`src/rtl/load_store_queue.sv`:
```
`default_nettype none
// ============================================================================
//  Module   : load_store_queue
//  Purpose  : Memory-side functional unit of the Tomasulo core. Holds lw/sw
//             operations in program order, snoops the CDB for missing
//             operands and executes the head entry against an internal
//             word-addressed data RAM. Load results return on the CDB through
//             the require/requireAC handshake.
//  Ports    : clk, nRST (async, active-high)
//             WEN/opIn/baseData/baseLabel/storeData/storeLabel/offset - issue
//             BCEN/BClabel/BCdata                                  - CDB snoop
//             requireAC                                            - CDB grant
//             isFull, labelOut                                     - to issue
//             require, resultData, resultLabel                     - to CDB
//  Revision : 1.0 - initial release
// ============================================================================
module load_store_queue #(
    parameter int         DEPTH       = 4,
    parameter logic [3:0] LABEL_BASE  = 4'd12,
    parameter int         MEM_WORDS   = 64,
    parameter int         MEM_LATENCY = 2
) (
    input  logic        clk,
    input  logic        nRST,
    input  logic        WEN,
    input  logic        opIn,
    input  logic [31:0] baseData,
    input  logic [3:0]  baseLabel,
    input  logic [31:0] storeData,
    input  logic [3:0]  storeLabel,
    input  logic [31:0] offset,
    input  logic        BCEN,
    input  logic [3:0]  BClabel,
    input  logic [31:0] BCdata,
    input  logic        requireAC,
    output logic        isFull,
    output logic [3:0]  labelOut,
    output logic        require,
    output logic [31:0] resultData,
    output logic [3:0]  resultLabel
);

    localparam int c_ptr_w = (DEPTH > 1) ? $clog2(DEPTH) : 1;
    localparam int c_cnt_w = $clog2(DEPTH + 1);
    localparam int c_idx_w = (MEM_WORDS > 1) ? $clog2(MEM_WORDS) : 1;
    localparam int c_lat_w = (MEM_LATENCY > 1) ? $clog2(MEM_LATENCY) : 1;

    localparam logic [c_ptr_w-1:0] c_last_slot = c_ptr_w'(DEPTH - 1);
    localparam logic [c_cnt_w-1:0] c_full_cnt  = c_cnt_w'(DEPTH);
    localparam logic [c_lat_w-1:0] c_lat_last  = c_lat_w'(MEM_LATENCY - 1);

    typedef enum logic [1:0] {
        ST_IDLE  = 2'd0,
        ST_ADDR  = 2'd1,
        ST_MEM   = 2'd2,
        ST_BCAST = 2'd3
    } state_t;

    // Queue entry storage
    logic [DEPTH-1:0] valid_q, valid_d;
    logic [DEPTH-1:0] op_q,    op_d;
    logic [31:0]      base_q      [DEPTH];
    logic [31:0]      base_d      [DEPTH];
    logic [3:0]       base_lbl_q  [DEPTH];
    logic [3:0]       base_lbl_d  [DEPTH];
    logic [31:0]      store_q     [DEPTH];
    logic [31:0]      store_d     [DEPTH];
    logic [3:0]       store_lbl_q [DEPTH];
    logic [3:0]       store_lbl_d [DEPTH];
    logic [31:0]      off_q       [DEPTH];
    logic [31:0]      off_d       [DEPTH];

    // Pointers, occupancy and execution state
    logic [c_ptr_w-1:0] head_q,  head_d;
    logic [c_ptr_w-1:0] tail_q,  tail_d;
    logic [c_cnt_w-1:0] count_q, count_d;
    state_t             state_q, state_d;
    logic [c_lat_w-1:0] lat_q,   lat_d;
    logic [c_idx_w-1:0] idx_q,   idx_d;
    logic [31:0]        res_data_q,  res_data_d;
    logic [3:0]         res_label_q, res_label_d;

    // Data RAM (not reset)
    logic [31:0] mem_q [MEM_WORDS];

    logic               w_enq;
    logic               w_pop;
    logic               w_mem_we;
    logic               w_head_ready;
    logic [29:0]        w_word;
    logic [c_idx_w-1:0] w_idx;
    logic [3:0]         w_in_store_lbl;

    function automatic logic [c_ptr_w-1:0] ptr_inc(input logic [c_ptr_w-1:0] p);
        return (p == c_last_slot) ? '0 : p + c_ptr_w'(1);
    endfunction

    assign isFull      = (count_q == c_full_cnt);
    assign labelOut    = LABEL_BASE + 4'(tail_q);
    assign require     = (state_q == ST_BCAST);
    assign resultData  = res_data_q;
    assign resultLabel = res_label_q;

    assign w_enq          = WEN && !isFull;
    assign w_head_ready   = valid_q[head_q] && (base_lbl_q[head_q] == 4'd0)
                            && (store_lbl_q[head_q] == 4'd0);
    assign w_in_store_lbl = opIn ? storeLabel : 4'd0;

    // Word address: byte address with the low two bits dropped, folded into RAM
    assign w_word = 30'((base_q[head_q] + off_q[head_q]) >> 2);
    assign w_idx  = c_idx_w'(w_word % 30'(MEM_WORDS));

    always_comb begin
        valid_d     = valid_q;
        op_d        = op_q;
        base_d      = base_q;
        base_lbl_d  = base_lbl_q;
        store_d     = store_q;
        store_lbl_d = store_lbl_q;
        off_d       = off_q;
        head_d      = head_q;
        tail_d      = tail_q;
        state_d     = state_q;
        lat_d       = lat_q;
        idx_d       = idx_q;
        res_data_d  = res_data_q;
        res_label_d = res_label_q;
        w_pop       = 1'b0;
        w_mem_we    = 1'b0;

        // CDB snoop on resident entries
        if (BCEN && (BClabel != 4'd0)) begin
            for (int i = 0; i < DEPTH; i++) begin
                if (valid_q[i] && (base_lbl_q[i] == BClabel)) begin
                    base_d[i]     = BCdata;
                    base_lbl_d[i] = 4'd0;
                end
                if (valid_q[i] && (store_lbl_q[i] == BClabel)) begin
                    store_d[i]     = BCdata;
                    store_lbl_d[i] = 4'd0;
                end
            end
        end

        case (state_q)
            ST_IDLE: begin
                if (w_head_ready) begin
                    state_d = ST_ADDR;
                end
            end
            ST_ADDR: begin
                idx_d   = w_idx;
                lat_d   = '0;
                state_d = ST_MEM;
            end
            ST_MEM: begin
                if (lat_q == c_lat_last) begin
                    if (op_q[head_q]) begin
                        w_mem_we = 1'b1;
                        w_pop    = 1'b1;
                        state_d  = ST_IDLE;
                    end else begin
                        res_data_d  = mem_q[idx_q];
                        res_label_d = LABEL_BASE + 4'(head_q);
                        state_d     = ST_BCAST;
                    end
                end else begin
                    lat_d = lat_q + c_lat_w'(1);
                end
            end
            ST_BCAST: begin
                // The slot (and thus its tag) is freed only once the CDB accepts
                if (requireAC) begin
                    w_pop   = 1'b1;
                    state_d = ST_IDLE;
                end
            end
            default: state_d = ST_IDLE;
        endcase

        if (w_pop) begin
            valid_d[head_q] = 1'b0;
            head_d          = ptr_inc(head_q);
        end

        // The tail slot is never valid while not full, so the enqueue write
        // cannot collide with the snoop or pop updates above.
        if (w_enq) begin
            valid_d[tail_q]     = 1'b1;
            op_d[tail_q]        = opIn;
            off_d[tail_q]       = offset;
            base_d[tail_q]      = baseData;
            base_lbl_d[tail_q]  = baseLabel;
            store_d[tail_q]     = storeData;
            store_lbl_d[tail_q] = w_in_store_lbl;
            if (BCEN && (baseLabel != 4'd0) && (BClabel == baseLabel)) begin
                base_d[tail_q]     = BCdata;
                base_lbl_d[tail_q] = 4'd0;
            end
            if (BCEN && (w_in_store_lbl != 4'd0) && (BClabel == w_in_store_lbl)) begin
                store_d[tail_q]     = BCdata;
                store_lbl_d[tail_q] = 4'd0;
            end
            tail_d = ptr_inc(tail_q);
        end

        count_d = count_q + c_cnt_w'(w_enq) - c_cnt_w'(w_pop);
    end

    always_ff @(posedge clk or posedge nRST) begin
        if (nRST) begin
            valid_q     <= '0;
            op_q        <= '0;
            head_q      <= '0;
            tail_q      <= '0;
            count_q     <= '0;
            state_q     <= ST_IDLE;
            lat_q       <= '0;
            idx_q       <= '0;
            res_data_q  <= '0;
            res_label_q <= '0;
            for (int i = 0; i < DEPTH; i++) begin
                base_q[i]      <= '0;
                base_lbl_q[i]  <= '0;
                store_q[i]     <= '0;
                store_lbl_q[i] <= '0;
                off_q[i]       <= '0;
            end
        end else begin
            valid_q     <= valid_d;
            op_q        <= op_d;
            base_q      <= base_d;
            base_lbl_q  <= base_lbl_d;
            store_q     <= store_d;
            store_lbl_q <= store_lbl_d;
            off_q       <= off_d;
            head_q      <= head_d;
            tail_q      <= tail_d;
            count_q     <= count_d;
            state_q     <= state_d;
            lat_q       <= lat_d;
            idx_q       <= idx_d;
            res_data_q  <= res_data_d;
            res_label_q <= res_label_d;
        end
    end

    // Reset forces IDLE, which deasserts the write enable, so an in-flight
    // store is dropped rather than committed.
    always_ff @(posedge clk) begin
        if (w_mem_we) begin
            mem_q[idx_q] <= store_q[head_q];
        end
    end

endmodule
`default_nettype wire
```
`config.mk`:
```
export PLATFORM = sky130hd
export DESIGN_NAME = load_store_queue
export DESIGN_NICKNAME = d
export VERILOG_FILES = /design/src/rtl/load_store_queue.sv
export SDC_FILE = /design/constraint.sdc
export NUM_CORES = 2
export LEC_CHECK = 0
export BUFFER_PORTS_ARGS = -buffer_cell sky130_fd_sc_hd__buf_2
export CAP_MARGIN = 20
export CORE_ASPECT_RATIO = 1.1
export CORE_MARGIN = 1
export CORE_UTILIZATION = 45
export DETAILED_ROUTE_END_ITERATION = 16
export PLACE_DENSITY = 0.67
export SETUP_SLACK_MARGIN = 0.2
export SLEW_MARGIN = 20
export SYNTH_ARGS = -nofsm -noshare
export SYNTH_HDL_FRONTEND = slang
export SYNTH_SLANG_ARGS = --single-unit
```
`constraint.sdc`:
```
create_clock -name clk -period 11.71 [get_ports clk]
set_input_delay 2.342 -clock clk [delete_from_list [all_inputs] [get_ports clk]]
set_output_delay 2.342 -clock clk [all_outputs]
set_load 0.05 [all_outputs]
```
==> metrics.md <==
| Metric | Value |
|---|---|
| Status | `completed` |
| Clock power share | `23.8%` |
| Most frequent CP cell | `buf_4` |
| Vias | `55083` |
| Final setup viols | `0` |
| Critical path class | `flop to flop` |
| Max FO, Critical Path | `46` |
| Post-CTS sizing | `0` |
| CP startpoint kind | `flop` |
| Iter 0 DRT Violations | `7570` |
| Max Cap Violations | `0` |
| Seq/Total Area, Yosys | `74.2%` |
| Post-DRT Antenna Nets | `0` |
| Dpl hpwl | `158 mm` |
| Detail-routed via count per cell | `6.57` |
| Overall Power | `29400 uW` |
| Pwr dens | `284 mW/mm2` |
| DRT Wirelength | `280 mm` |
| Fraction of layout cells with a size suffix above 1 | `20.4%` |
| Net Sw Frac | `37.1%` |
| GP Congestion | `0.874` |
| Core area | `0.204 mm2` |
| Avg WL per Cell | `33.4 um` |
| Placed Instances | `7963` |
| Most common flop cell mapped by yosys | `edfxtp_1` |
| LEAKAGE | `0.0336 uW` |
| GRT Resource Usage Total | `26.8%` |
| Final Non-Filler Cells | `8386` |
| Hold Crit Class | `flop to flop` |
| Final hold vios | `0` |
| Peak per-stage delay on the critical path | `0.83 ns` |
| Number of global-route vias before repair | `53288` |
| Post-synth EDFFs | `2048` |
| Io pins | `188` |
| CTS max path bufs | `3` |
| Synth cell types | `85` |
| Die width | `434 um` |
| Slew Limit Fails | `0` |
| Int Pwr | `18500 uW` |
| Ys Warns | `0` |
| Port-buffer cells | `137` |
| Residual DRC count | `0` |
| Critical-path cell list | `buf_4 > buf_4 > and2_4 > buf_4 > a221oi_1 > nor2_1 > o21ai_0 > nand4_1 > o32a_1` |
| First-pass GRT wire length | `396 mm` |
| Root Driver | `clkbuf_16` |
| Max H-tree Level | `4` |
| CTS Buf Count | `220` |
| Worst path slowest cell | `buf_4` |
| Fmax | `0.199 GHz` |
| Largest net degree at the start of global routing | `105` |
| Reported net switching power | `10900 uW` |
| #FFs+latches synth | `2331` |
| Synth-to-Final Area Change | `12.2%` |
| Final setup skew | `0.0425 ns` |
| Synthesized area per cell | `17.5 um2` |
| Syn Std Cell Area | `0.0924 mm2` |
| Reg power frac | `41.6%` |
| GRT overflow | `0` |
| FP Rows | `174` |
| Asr flop ratio synth | `12.1%` |
| Die span in y | `477 um` |
| Unrepaired setup endpoints after global routing | `no` |
| Worst EP arrival | `5.86 ns` |
| Worst vdd ir | `326 uV` |
| CTS tree | `yes` |
| Worst Setup Slack, final | `6.68 ns` |
| Full die area | `0.207 mm2` |
| Drt first pass iters | `9` |
| Min cycle time layout | `5.03 ns` |
| Dpl ws | `6.34 ns` |
| Post-CTS Setup Bufs | `0` |
| CP Capture Type | `flop` |
| Insertion delay to the later sink of the worst-skew pair | `0.88 ns` |
| Worst-Margin Slew | `1.16 ns` |
| CP required | `12.54 ns` |
| Clock sinks | `2331` |
| Initial cell density of the core | `45.2%` |
| Initial antenna violation count | `36` |
| Layout Nets | `5625` |
| Setup TNS | `0 ns` |
| Max_slew headroom | `22.3%` |
| Comb power frac | `34.6%` |
| Syn Inst Count | `5290` |
| Cts hold-fix bufs | `0` |
| Tcrit/Tclk final | `43.0%` |
| Clock-pin slew on the worst setup and hold paths | `0.06 ns` |
[placed cells by master (no fill, tap or decap), types with 17 or more instances in the layout]
master        n
a211oi_1     17
a21oi_1     285
a221o_1      28
a221oi_1    187
a22o_1       41
a22oi_1     151
a31oi_1      21
buf_2       137
buf_4       181
clkbuf_1     53
clkbuf_16   222
clkbuf_8     26
clkinv_1     44
clkinv_2     37
dfrtp_1     278
edfxtp_1   2048
ha_1         20
inv_1        43
mux2_2      151
mux2i_1     195
mux4_2      228
nand2_1     240
nand3_1      70
nor2_1      102
nor2_4       67
o21ai_0     140
o22ai_1     109
o31ai_1      20
o32a_1       22
o32ai_1     128
xor2_1       45
[worst paths after layout]
kind	startpoint	endpoint	slack, ns	cells past startpoint
worst max-delay path	idx_q[1]$_DFFE_PP0N_	resultData[29]$_DFFE_PP0P_	6.68	9
max in group asynchronous	nRST	head_q[0]$_DFFE_PP0P_	7.57	4
min in group asynchronous	nRST	store_q[77]$_DFF_PP0_	1.59	2
worst min register to register	off_q[100]$_DFFE_PP0P_	off_q[100]$_DFFE_PP0P_	0.47	2
worst max register to register	idx_q[1]$_DFFE_PP0N_	resultData[29]$_DFFE_PP0P_	6.68	9
worst min-delay path	off_q[100]$_DFFE_PP0P_	off_q[100]$_DFFE_PP0P_	0.47	2
[cells in the mapped netlist (all sizes together), types with 8 or more instances]
master   count  area share (%)
o22a        13            0.12
o211ai      10           0.081
a21o        13            0.11
o32ai      128             1.2
o31ai       20            0.16
ha          20            0.27
and3        15            0.10
buf        246             1.7
xor2        45            0.43
o2bb2ai     11            0.10
nand2      247             1.0
dfrtp      283             7.7
clkbuf     132            0.54
inv         47            0.19
o21ai      146            0.79
edfxtp    2048              67
nor4        14           0.095
a211oi      18            0.15
mux2       158             1.9
a22oi      151             1.2
mux4       238             5.8
o221ai      15            0.14
o22ai      109            0.74
a31oi       21            0.14
a22o        41            0.39
a221o       28            0.30
nand3       71            0.38
mux2i      195             2.1
o2111ai     12            0.11
and2         9           0.061
nand3b       8           0.065
a21oi      285             1.5
a221oi     190             1.8
nor2       170            0.70
o32a        22            0.24
a222oi      12            0.13
nand2b       8           0.054
[per-layer routing]
layer | vias to the layer above | wire (um) | track usage, %
met1 | 28494 | 103000 | 36.8
met5 | - | 332 | 0
met2 | 3853 | 130000 | 41.5
li1 | 22023 | - | -
met4 | 50 | 11500 | 9.77
met3 | 663 | 35200 | 6.60
[power by group through the flow]
stage | logic (uW) | clock network (uW) | registers, uW
2_1_floorplan | 6010 | 0 | 12300
3_3_place_gp | 9640 | 0 | 12400
3_5_place_dp | 9900 | 0 | 12400
4_1_cts | 9930 | 7030 | 12200
5_1_grt | 10600 | 7350 | 12300
6_report | 10200 | 7000 | 12200
[sequential cells by signal, summed over array words and instances, names as in the netlist]
name / cells
mem_q: 2048
store_q: 128
base_q: 32
off_q: 32
resultData: 32
base_lbl_q: 16
store_lbl_q: 16
idx_q: 6
op_q: 4
valid_q: 4
count_q: 3
resultLabel: 3
head_q: 2
state_q: 2
tail_q: 2
lat_q: 1
[per-stage QoR]
stage	hold WS (ns)	utilization (%)	cell area [um2]
after floorplan	0.440	-	92400
after CTS	0.475	50.7	104000
after detailed placement	0.460	47.3	96500
final	0.472	50.7	104000
after global routing	0.488	50.7	104000
after global placement	0.460	47.3	96500
[cell type report]
| cell class | instances | area, um2 |
|---|---|---|
| well taps | 2728 | 3410 |
| clock buffers | 301 | 6110 |
| flip-flops and latches | 2331 | 68600 |
| repair buffers | 323 | 2130 |
| fillers | 16531 | 101000 |
| diodes | 8 | 20.0 |
| clock inverters | 113 | 945 |
| multi-input cells | 2535 | 22200 |
| inverters | 47 | 191 |
[cell families after synthesis]
group,count (synthesis),synth area share (%)
mux,591,9.84
buf+inv,425,2.43
xor+xnor,49,0.465
other cells,1,0.00406
fa+ha+maj,21,0.293
flops,2331,74.2
simple gates,596,2.88
compound gates,1276,9.83
[worst max-delay path: cells and delay by family, from the launching register on]
family	cells	cell delay (ns)
AOI/OAI and AO/OA	3	0.74
buffers and inverters	3	2.13
DFF	1	0.76
and+or+nand+nor	3	1.21
(Power assumes the default switching activity.)
